**config.mk**
```make
export PLATFORM = sky130hd
export DESIGN_NAME = ram_port_ctrl_flat
export DESIGN_NICKNAME = d
export VERILOG_FILES = /design/src/rtl/ram_ctrl_pkg.sv /design/src/rtl/ram_port_ctrl_if.sv /design/src/rtl/ram_port_ctrl.sv /design/src/flat_wrapper.sv
export SDC_FILE = /design/constraint.sdc
export NUM_CORES = 1
export LEC_CHECK = 0
export CAP_MARGIN = 20
export CORE_MARGIN = 10
export CORE_UTILIZATION = 35
export DETAILED_ROUTE_END_ITERATION = 7
export SLEW_MARGIN = 20
export SYNTH_ARGS = -nofsm -noshare
export SYNTH_HDL_FRONTEND = slang
export SYNTH_SLANG_ARGS = --single-unit
```
**constraint.sdc**
```tcl
create_clock -name clk -period 1.9 [get_ports clk]
set_clock_uncertainty 0.15 [all_clocks]
set_input_delay 0.57 -clock clk [delete_from_list [all_inputs] [get_ports clk]]
set_output_delay 0.57 -clock clk [all_outputs]
set_load 0.02 [all_outputs]
```
**src/rtl/ram_ctrl_pkg.sv**
```systemverilog
// Shared command and FSM state encodings for the SPI-to-RAM port controller.
package ram_ctrl_pkg;

    typedef enum logic [1:0] {
        CMD_WR_ADDR = 2'b00,
        CMD_WR_DATA = 2'b01,
        CMD_RD_ADDR = 2'b10,
        CMD_RD_DATA = 2'b11
    } cmd_e;

    typedef enum logic [2:0] {
        IDLE    = 3'd0,
        WR_REQ  = 3'd1,
        WR_WAIT = 3'd2,
        RD_REQ  = 3'd3,
        RD_WAIT = 3'd4,
        RD_RESP = 3'd5
    } state_e;

endpackage : ram_ctrl_pkg

```
**src/rtl/ram_port_ctrl_if.sv**
```systemverilog
// Single-port RAM request/response bundle between the controller (master) and the RAM (slave).
interface ram_port_ctrl_if #(
    parameter int unsigned ADDR_SIZE = 8
) ();

    logic [ADDR_SIZE-1:0] ram_addr;
    logic [ADDR_SIZE-1:0] ram_din;
    logic                 ram_rx_en;
    logic                 ram_tx_en;
    logic [ADDR_SIZE-1:0] ram_dout;
    logic                 ram_rx_valid;
    logic                 ram_tx_valid;

    modport master (
        output ram_addr,
        output ram_din,
        output ram_rx_en,
        output ram_tx_en,
        input  ram_dout,
        input  ram_rx_valid,
        input  ram_tx_valid
    );

    modport slave (
        input  ram_addr,
        input  ram_din,
        input  ram_rx_en,
        input  ram_tx_en,
        output ram_dout,
        output ram_rx_valid,
        output ram_tx_valid
    );

endinterface : ram_port_ctrl_if

```
**src/rtl/ram_port_ctrl.sv**
```systemverilog
// Decodes SPI command words into single-cycle RAM write/read requests, waits for the
// RAM response with a timeout, and returns read data to SPI. All outputs are registered.
module ram_port_ctrl
    import ram_ctrl_pkg::*;
#(
    parameter int unsigned ADDR_SIZE  = 8,
    parameter int unsigned MEM_DEPTH  = 256,
    parameter int unsigned TMO_CYCLES = 4
) (
    input  logic                 clk,
    input  logic                 rst_n,
    input  logic [ADDR_SIZE+1:0] rx_data,
    input  logic                 rx_valid,
    output logic [ADDR_SIZE-1:0] tx_data,
    output logic                 tx_valid,
    output logic                 busy,
    output logic                 overrun,
    output logic                 timeout,
    ram_port_ctrl_if.master      ram
);

    localparam int unsigned          CNT_W     = $clog2(TMO_CYCLES + 1);
    localparam logic [CNT_W-1:0]     CNT_LAST  = CNT_W'(TMO_CYCLES - 1);
    localparam logic [ADDR_SIZE-1:0] ADDR_LAST = ADDR_SIZE'(MEM_DEPTH - 1);

    // Address increment that wraps to 0 after the last RAM location.
    function automatic logic [ADDR_SIZE-1:0] addr_inc(input logic [ADDR_SIZE-1:0] a);
        return (a == ADDR_LAST) ? '0 : a + ADDR_SIZE'(1);
    endfunction

    state_e               state_q, state_d;
    logic [ADDR_SIZE-1:0] wr_addr_q, wr_addr_d;
    logic [ADDR_SIZE-1:0] rd_addr_q, rd_addr_d;
    logic [CNT_W-1:0]     cnt_q, cnt_d;
    logic [ADDR_SIZE-1:0] tx_data_q, tx_data_d;
    logic                 tx_valid_q, tx_valid_d;
    logic                 busy_q, busy_d;
    logic                 overrun_q, overrun_d;
    logic                 timeout_q, timeout_d;
    logic [ADDR_SIZE-1:0] ram_addr_q, ram_addr_d;
    logic [ADDR_SIZE-1:0] ram_din_q, ram_din_d;
    logic                 ram_rx_en_q, ram_rx_en_d;
    logic                 ram_tx_en_q, ram_tx_en_d;

    cmd_e                 cmd_c;
    logic [ADDR_SIZE-1:0] payload_c;

    assign cmd_c     = cmd_e'(rx_data[ADDR_SIZE+1:ADDR_SIZE]);
    assign payload_c = rx_data[ADDR_SIZE-1:0];

    // State and output registers.
    always_ff @(posedge clk or negedge rst_n) begin
        if (!rst_n) begin
            state_q     <= IDLE;
            wr_addr_q   <= '0;
            rd_addr_q   <= '0;
            cnt_q       <= '0;
            tx_data_q   <= '0;
            tx_valid_q  <= 1'b0;
            busy_q      <= 1'b0;
            overrun_q   <= 1'b0;
            timeout_q   <= 1'b0;
            ram_addr_q  <= '0;
            ram_din_q   <= '0;
            ram_rx_en_q <= 1'b0;
            ram_tx_en_q <= 1'b0;
        end else begin
            state_q     <= state_d;
            wr_addr_q   <= wr_addr_d;
            rd_addr_q   <= rd_addr_d;
            cnt_q       <= cnt_d;
            tx_data_q   <= tx_data_d;
            tx_valid_q  <= tx_valid_d;
            busy_q      <= busy_d;
            overrun_q   <= overrun_d;
            timeout_q   <= timeout_d;
            ram_addr_q  <= ram_addr_d;
            ram_din_q   <= ram_din_d;
            ram_rx_en_q <= ram_rx_en_d;
            ram_tx_en_q <= ram_tx_en_d;
        end
    end

    // Next-state and next-output logic; pulses default low, data/address default hold.
    always_comb begin
        state_d     = state_q;
        wr_addr_d   = wr_addr_q;
        rd_addr_d   = rd_addr_q;
        cnt_d       = cnt_q;
        tx_data_d   = tx_data_q;
        tx_valid_d  = 1'b0;
        overrun_d   = 1'b0;
        timeout_d   = 1'b0;
        ram_addr_d  = ram_addr_q;
        ram_din_d   = ram_din_q;
        ram_rx_en_d = 1'b0;
        ram_tx_en_d = 1'b0;

        // Any command arriving outside IDLE is dropped, including on the return-to-IDLE edge.
        if (rx_valid && (state_q != IDLE)) begin
            overrun_d = 1'b1;
        end

        case (state_q)
            IDLE: begin
                if (rx_valid) begin
                    case (cmd_c)
                        CMD_WR_ADDR: wr_addr_d = payload_c;
                        CMD_RD_ADDR: rd_addr_d = payload_c;
                        CMD_WR_DATA: begin
                            state_d     = WR_REQ;
                            ram_rx_en_d = 1'b1;
                            ram_addr_d  = wr_addr_q;
                            ram_din_d   = payload_c;
                        end
                        CMD_RD_DATA: begin
                            state_d     = RD_REQ;
                            ram_tx_en_d = 1'b1;
                            ram_addr_d  = rd_addr_q;
                        end
                        default: state_d = IDLE;
                    endcase
                end
            end
            WR_REQ: begin
                state_d = WR_WAIT;
                cnt_d   = '0;
            end
            WR_WAIT: begin
                if (ram.ram_rx_valid) begin
                    state_d   = IDLE;
                    wr_addr_d = addr_inc(wr_addr_q);
                end else if (cnt_q == CNT_LAST) begin
                    state_d   = IDLE;
                    timeout_d = 1'b1;
                end else begin
                    cnt_d = cnt_q + CNT_W'(1);
                end
            end
            RD_REQ: begin
                state_d = RD_WAIT;
                cnt_d   = '0;
            end
            RD_WAIT: begin
                // Response is registered straight into tx_data/tx_valid, so RD_RESP is never needed.
                if (ram.ram_tx_valid) begin
                    state_d    = IDLE;
                    tx_data_d  = ram.ram_dout;
                    tx_valid_d = 1'b1;
                    rd_addr_d  = addr_inc(rd_addr_q);
                end else if (cnt_q == CNT_LAST) begin
                    state_d   = IDLE;
                    timeout_d = 1'b1;
                end else begin
                    cnt_d = cnt_q + CNT_W'(1);
                end
            end
            RD_RESP: state_d = IDLE;
            default: state_d = IDLE;
        endcase

        busy_d = (state_d != IDLE);
    end

    assign tx_data       = tx_data_q;
    assign tx_valid      = tx_valid_q;
    assign busy          = busy_q;
    assign overrun       = overrun_q;
    assign timeout       = timeout_q;
    assign ram.ram_addr  = ram_addr_q;
    assign ram.ram_din   = ram_din_q;
    assign ram.ram_rx_en = ram_rx_en_q;
    assign ram.ram_tx_en = ram_tx_en_q;

endmodule : ram_port_ctrl
```
**src/flat_wrapper.sv**
```systemverilog
// flat-port wrapper written by rule: the top's interface ports become plain ports
module ram_port_ctrl_flat import ram_ctrl_pkg::*;
#(
    parameter int unsigned ADDR_SIZE  = 8,
    parameter int unsigned MEM_DEPTH  = 256,
    parameter int unsigned TMO_CYCLES = 4
)
  (clk, rst_n, rx_data, rx_valid, tx_data, tx_valid, busy, overrun, timeout, ram_ram_addr, ram_ram_din, ram_ram_rx_en, ram_ram_tx_en, ram_ram_dout, ram_ram_rx_valid, ram_ram_tx_valid);
  ram_port_ctrl_if #(.ADDR_SIZE(ADDR_SIZE)) ram_i ();
  input  logic clk;
  input  logic rst_n;
  input  logic [ADDR_SIZE+1:0] rx_data;
  input  logic rx_valid;
  output logic [ADDR_SIZE-1:0] tx_data;
  output logic tx_valid;
  output logic busy;
  output logic overrun;
  output logic timeout;
  output wire logic [$bits(ram_i.ram_addr)-1:0] ram_ram_addr;
  output wire logic [$bits(ram_i.ram_din)-1:0] ram_ram_din;
  output wire logic [$bits(ram_i.ram_rx_en)-1:0] ram_ram_rx_en;
  output wire logic [$bits(ram_i.ram_tx_en)-1:0] ram_ram_tx_en;
  input wire logic [$bits(ram_i.ram_dout)-1:0] ram_ram_dout;
  input wire logic [$bits(ram_i.ram_rx_valid)-1:0] ram_ram_rx_valid;
  input wire logic [$bits(ram_i.ram_tx_valid)-1:0] ram_ram_tx_valid;
  assign ram_ram_addr = ram_i.ram_addr;
  assign ram_ram_din = ram_i.ram_din;
  assign ram_ram_rx_en = ram_i.ram_rx_en;
  assign ram_ram_tx_en = ram_i.ram_tx_en;
  assign ram_i.ram_dout = ram_ram_dout;
  assign ram_i.ram_rx_valid = ram_ram_rx_valid;
  assign ram_i.ram_tx_valid = ram_ram_tx_valid;
  ram_port_ctrl #(.ADDR_SIZE(ADDR_SIZE), .MEM_DEPTH(MEM_DEPTH), .TMO_CYCLES(TMO_CYCLES)) u_core (.clk(clk), .rst_n(rst_n), .rx_data(rx_data), .rx_valid(rx_valid), .tx_data(tx_data), .tx_valid(tx_valid), .busy(busy), .overrun(overrun), .timeout(timeout), .ram(ram_i));
endmodule
```
[Word-level counts from Yosys, hierarchy flattened]
Cells that the tools add are included.
Operators by class
  reductions and logical operators: 16
  divide/modulo/power cells: 0
  add/sub/neg operators: 3
  shifts and indexed selects: 0
  mux-type cells: 34
  magnitude comparators: 0
  multiply operators: 0
  equal/unequal tests: 17
  bitwise operators: 0
Operator list (number)
  8-bit 2-to-1 mux: 8
  8-bit case mux with 2 select lines: 3
  3-bit 2-to-1 mux: 7
  8-bit by 1-bit adder with 8-bit output (second input constant): 2
  8-bit equality test (second input constant): 2
  3-bit case mux with 5 select lines: 1
  2-bit != test (second input constant): 7
  1-bit 2-to-1 mux: 12
  3-bit by 2-bit equality test with 1-bit output (second input constant): 3
  3-bit case mux with 3 select lines: 1
  3-bit AND reduction: 3
  3-bit nonzero test: 3
  4-bit AND reduction: 2
  3-bit case mux with 2 select lines: 1
  2-bit nonzero test: 3
  2-bit equality test (second input constant): 2
  3-bit by 1-bit adder with 3-bit output (second input constant): 1
  3-bit by 1-bit equality test with 1-bit output (second input constant): 1
  3-bit equality test (second input constant): 1
  3-bit zero test: 1
  2-bit by 1-bit equality test with 1-bit output (second input constant): 1
  2-bit zero test: 1
  1-bit case mux with 2 select lines: 1
  2-bit AND reduction: 1
  2 further kinds: 2
Storage, ports and cells
  input port bits: 23
  memories kept: 0
  word-level logic and storage cells: 83
  bits in latches: 0
  flip-flop bits (word level): 52
  ROM bits: 0
  RAM bits: 0

[Longest topological paths before layout]
Gate-level depths: netlist (run 1).
  word-level depth: 5
  mapped depth: 6
  mapped depth without buffers: 6

[Least setup slack after synthesis (run 1)]
Ideal clock, no wire load.
  path type: input -> register
  from: in rx_data[8]
  to: reg u_core.wr_addr_q[5]
  buffers on the path: 0
  arrival: 1.664 ns
  path slack: -0.035 ns
  required time: 1.629 ns
  stages on the path: 4
  setup time: 0.121 ns
  cell sequence: or4b_4 > a211oi_4 > o21ai_0 > a22o_1
On the way
  longest elaborated chain between the ends: 3
RTL lines
  from (decl): RTL line flat_wrapper.sv:12  | input logic [ADDR_SIZE+1:0] rx_data;
  2-bit zero test: RTL line ram_port_ctrl.sv:107  | case (cmd_c)
  2-bit != test (no source line)
  4-bit AND reduction (no source line)
  to (signal assigned): RTL line ram_port_ctrl.sv:69  | wr_addr_q <= wr_addr_d;
  to (decl): RTL line ram_port_ctrl.sv:32  | logic [ADDR_SIZE-1:0] wr_addr_q, wr_addr_d;
Every way passes these cells.
A chain may end at the register's enable or synchronous reset.

[Worst setup path in the final report (run 1)]
  from: reg u_core.state_q[0]
  to: reg u_core.ram_din_q[0] (netlist: u_core.ram.ram_din[0])
On the way
  longest elaborated chain between the ends: 2
RTL lines
  from (decl): RTL line ram_port_ctrl.sv:31  | state_e state_q, state_d;
  from (signal assigned): RTL line ram_port_ctrl.sv:68  | state_q <= state_d;
  3-bit zero test: RTL line ram_port_ctrl.sv:104  | case (state_q)
  3-bit AND reduction (no source line)
  to (signal assigned): RTL line ram_port_ctrl.sv:78  | ram_din_q <= ram_din_d;
  to (decl): RTL line ram_port_ctrl.sv:41  | logic [ADDR_SIZE-1:0] ram_din_q, ram_din_d;
Every way passes these cells.

==> summary.md, run 1 <==
| Metric | Value |
|---|---|
| Antenna violations before repair | `0` |
| Final min period | `1860 ps` |
| Area Growth Syn to Fin | `40.85%` |
| Die X | `105.8 um` |
| Clock latency on the worst-skew pair | `310 ps` |
| Post-synthesis register bit count | `52` |
| Wire length per cell | `14.93 um` |
| CP arrival | `1920 ps` |
| Crit. End Element | `register` |
| WHS Path Cells | `2` |
| Crit path depth | `4` |
| DRC viols | `0` |
| Final net count | `359` |
| CTS buffer count | `5` |
| Synth Net Count | `268` |
| DRT antenna net count | `0` |
| H-tree Lvls | `2` |
| Seq/Total Area, Yosys | `50.46%` |
| Top Family by Delay on Critical Path | `simple AND/OR/NAND/NOR gates` |
| Final slew viol count | `0` |
| CP max stage cell | `dfrtp_1` |
| Setup crit start kind | `register` |
| Post-DP HPWL | `4915 um` |
| Hold Path Class | `in -> reg` |
| CP Class | `reg -> reg` |
| Global route overflow | `0` |
| Row count | `31` |
| Placed cells | `421` |
| N_diodes | `0` |
| Cells on worst reg2reg path | `4` |
| Synthesized area | `2579 um2` |
| Fin Hold WS | `349.9 ps` |
| Power Dens Cells | `1412 nW/um2` |
| Core Area | `7214 um2` |
| VDD IR max | `0.0006242 V` |
| DP Worst Slack | `-629.2 ps` |
| Crit Path Max Fanout | `9` |
| Synth async-reset ratio | `100.0%` |
| Fin crit share | `97.87%` |
| Clock sink count | `52` |
| Max Cap Violations | `0` |
| Placed Instance Area | `3498 um2` |
| Synth cell types | `50` |
| Ys Warns | `0` |
| Design area | `3632 um2` |
| Final RePlAce weighted congestion | `0.8771` |
| Max stage delay on crit path | `450 ps` |
| Vias per inst | `4.986` |
| Worst Path Buf+Inv | `1` |
| Drt total wl | `6451 um` |
| GRT Total Usage | `11.71%` |
| Max Fclk | `0.5378 GHz` |
| Die height | `105.8 um` |
| RSZ-0062 raised after global routing | `yes` |
| Status | `completed` |
| Top_reg_cell synth | `dfrtp_1` |
| Fin. Hold Viols | `0` |
| Via Count | `2154` |
| First-pass GRT wire length | `10850 um` |
| Initial core utilization | `35.74%` |
| Share of layout cells above drive strength 1 | `27.93%` |
| Syn Inst Count | `241` |
| EDFF count, synth | `0` |
| DR pass1 iterations | `4` |
| DR iter-0 viols | `100` |
| CTS max path bufs | `2` |
| Syn avg cell area | `10.70 um2` |
| CP required | `1960 ps` |
| Core Util, Final | `50.35%` |
| Ports | `53` |
| Final setup fails | `0` |
| Number of global-route vias before repair | `2157` |
| Measured slew at the worst slew-check pin | `401.6 ps` |
| Leakage | `1.615 nW` |
| Crit-path cells | `or2_1 -> nor4_4 -> buf_12 -> mux2_2` |
| Fin worst setup slack | `40.41 ps` |
| Clock root buffer | `clkbuf_8` |
| DIE AREA | `11200 um2` |
| Non-Filler Instances | `432` |
| Port Buffers | `52` |
| Largest net degree at the start of global routing | `40` |
| CTS clk-pin slew, worst paths | `100 ps` |
| Slew HR | `72.95%` |
| TritonCTS clock tree | `built` |
==> routing by layer <==
metal | vias to the layer above | share of wire [%] | GRT usage (%)
li1 | 1064 | - | -
met1 | 1034 | 46 | 15.17
met2 | 49 | 47 | 18.55
met3 | 7 | 5.3 | 2.923
met4 | 0 | 1.4 | 4.062
met5 | - | 0 | 0
==> final timing paths <==
check	from	end	slack, ps
min in group asynchronous	rst_n	u_core.tx_data[2]$_DFFE_PN0P_	560
hold / removal	rx_valid	u_core.overrun$_DFF_PN0_	350
max in group asynchronous	rst_n	u_core.state_q[2]$_DFF_PN0_	510
hold reg to reg	u_core.ram.ram_din[3]$_DFFE_PN0P_	u_core.ram.ram_din[3]$_DFFE_PN0P_	360
setup reg to reg	u_core.state_q[0]$_DFF_PN0_	u_core.ram.ram_din[0]$_DFFE_PN0P_	40
setup / recovery	u_core.state_q[0]$_DFF_PN0_	u_core.ram.ram_din[0]$_DFFE_PN0P_	40
==> cells in the mapped netlist, drive strengths merged, types with 3 or more instances <==
library cell / n / area, um2
mux2i: 9 / 90.09
nor3b: 4 / 35.03
ha: 4 / 50.05
a2bb2oi: 3 / 26.28
mux2: 20 / 225.2
nand2: 22 / 82.58
nor2b: 3 / 18.77
dfrtp: 52 / 1301
nand3: 5 / 25.02
and2: 3 / 18.77
nor2: 23 / 86.33
a21oi: 28 / 143.9
buf: 8 / 55.05
o21ai: 14 / 70.07
nor3: 6 / 35.03
==> power breakdown <==
group	internal, mW	switching, mW	leakage [nW]	total (mW)
registers	1.59	0.410	0.621	2.00
logic	1.21	1.28	0.946	2.49
clock network	0.258	0.381	0.0479	0.639
total	3.05	2.07	1.61	5.13
==> worst register-to-register path, stage by stage, from the launching register on <==
cell and delay, ps:
dfrtp_1 450, or2_1 350, nor4_4 300, buf_12 170, mux2_2 340
==> final cells by class <==
class,count,area (um2)
Fill cell,703,3582
Sequential cell,52,1303
Multi-Input combinational cell,179,1285
Timing Repair Buffer,92,825.8
Tap cell,99,123.9
Clock buffer,5,68.82
Clock inverter,3,18.77
Inverter,2,7.507
==> logic make-up after synthesis <==
logic type | count (synthesis) | share of synthesized area (%)
AND/OR/NAND/NOR | 81 | 16.69
adder cells (fa/ha/maj) | 4 | 1.941
AO/OA/AOI/OAI | 65 | 16.25
flip-flops | 52 | 50.46
multiplexers | 29 | 12.23
buffers and inverters | 10 | 2.426
==> layout by cell type (no fill, tap or decap), drive strengths merged, types with 8 or more instances in the layout <==
cell type,synthesis,routed
nand2,22,22
clkbuf,0,8
buf,8,40
a21oi,28,28
clkdlybuf4s50,0,17
mux2i,9,9
o21ai,14,14
mux2,20,20
dlygate4sd2,0,30
nor2,23,23
dfrtp,52,52
==> sequential cells by signal, summed over array words and instances (netlist names), 3 cells and up <==
register and cells:
u_core.ram.ram_addr 8, u_core.ram.ram_din 8, u_core.rd_addr_q 8, u_core.tx_data 8, u_core.wr_addr_q 8, u_core.cnt_q 3, u_core.state_q 3
==> what timing repair did <==
| action | CTS | global route |
|---|---|---|
| buffers inserted | 1 | 0 |
| endpoints found under the hold margin | 8 | 0 |
| resized for setup | 42 | 19 |
| pin swaps | 3 | 2 |
| endpoints found under the setup margin | 60 | 30 |
| hold buffers | 1 | 0 |
| cloned | 1 | 0 |
==> per-stage QoR <==
| step | setup TNS [ps] | total power [mW] |
|---|---|---|
| after floorplan | -93.66 | 3.450 |
| after global placement | -15240 | 4.577 |
| after detailed placement | -15700 | 4.616 |
| after CTS | -132.9 | 5.112 |
| after global routing | -357.8 | 5.537 |
| final | 0 | 5.129 |
Power figures use the tool's default switching activity.
==> inputs of run 2 (changes only) <==
--- a/config.mk
+++ b/config.mk
@@ -8,6 +8,7 @@
 export CAP_MARGIN = 20
 export CORE_MARGIN = 10
 export CORE_UTILIZATION = 35
+export CTS_BUF_LIST = sky130_fd_sc_hd__clkbuf_4 sky130_fd_sc_hd__clkbuf_8 sky130_fd_sc_hd__clkbuf_16
 export DETAILED_ROUTE_END_ITERATION = 7
 export SLEW_MARGIN = 20
 export SYNTH_ARGS = -nofsm -noshare
==> results of run 2 <==
Same layout as run 1: the final DEF is identical, and so are final timing and power.
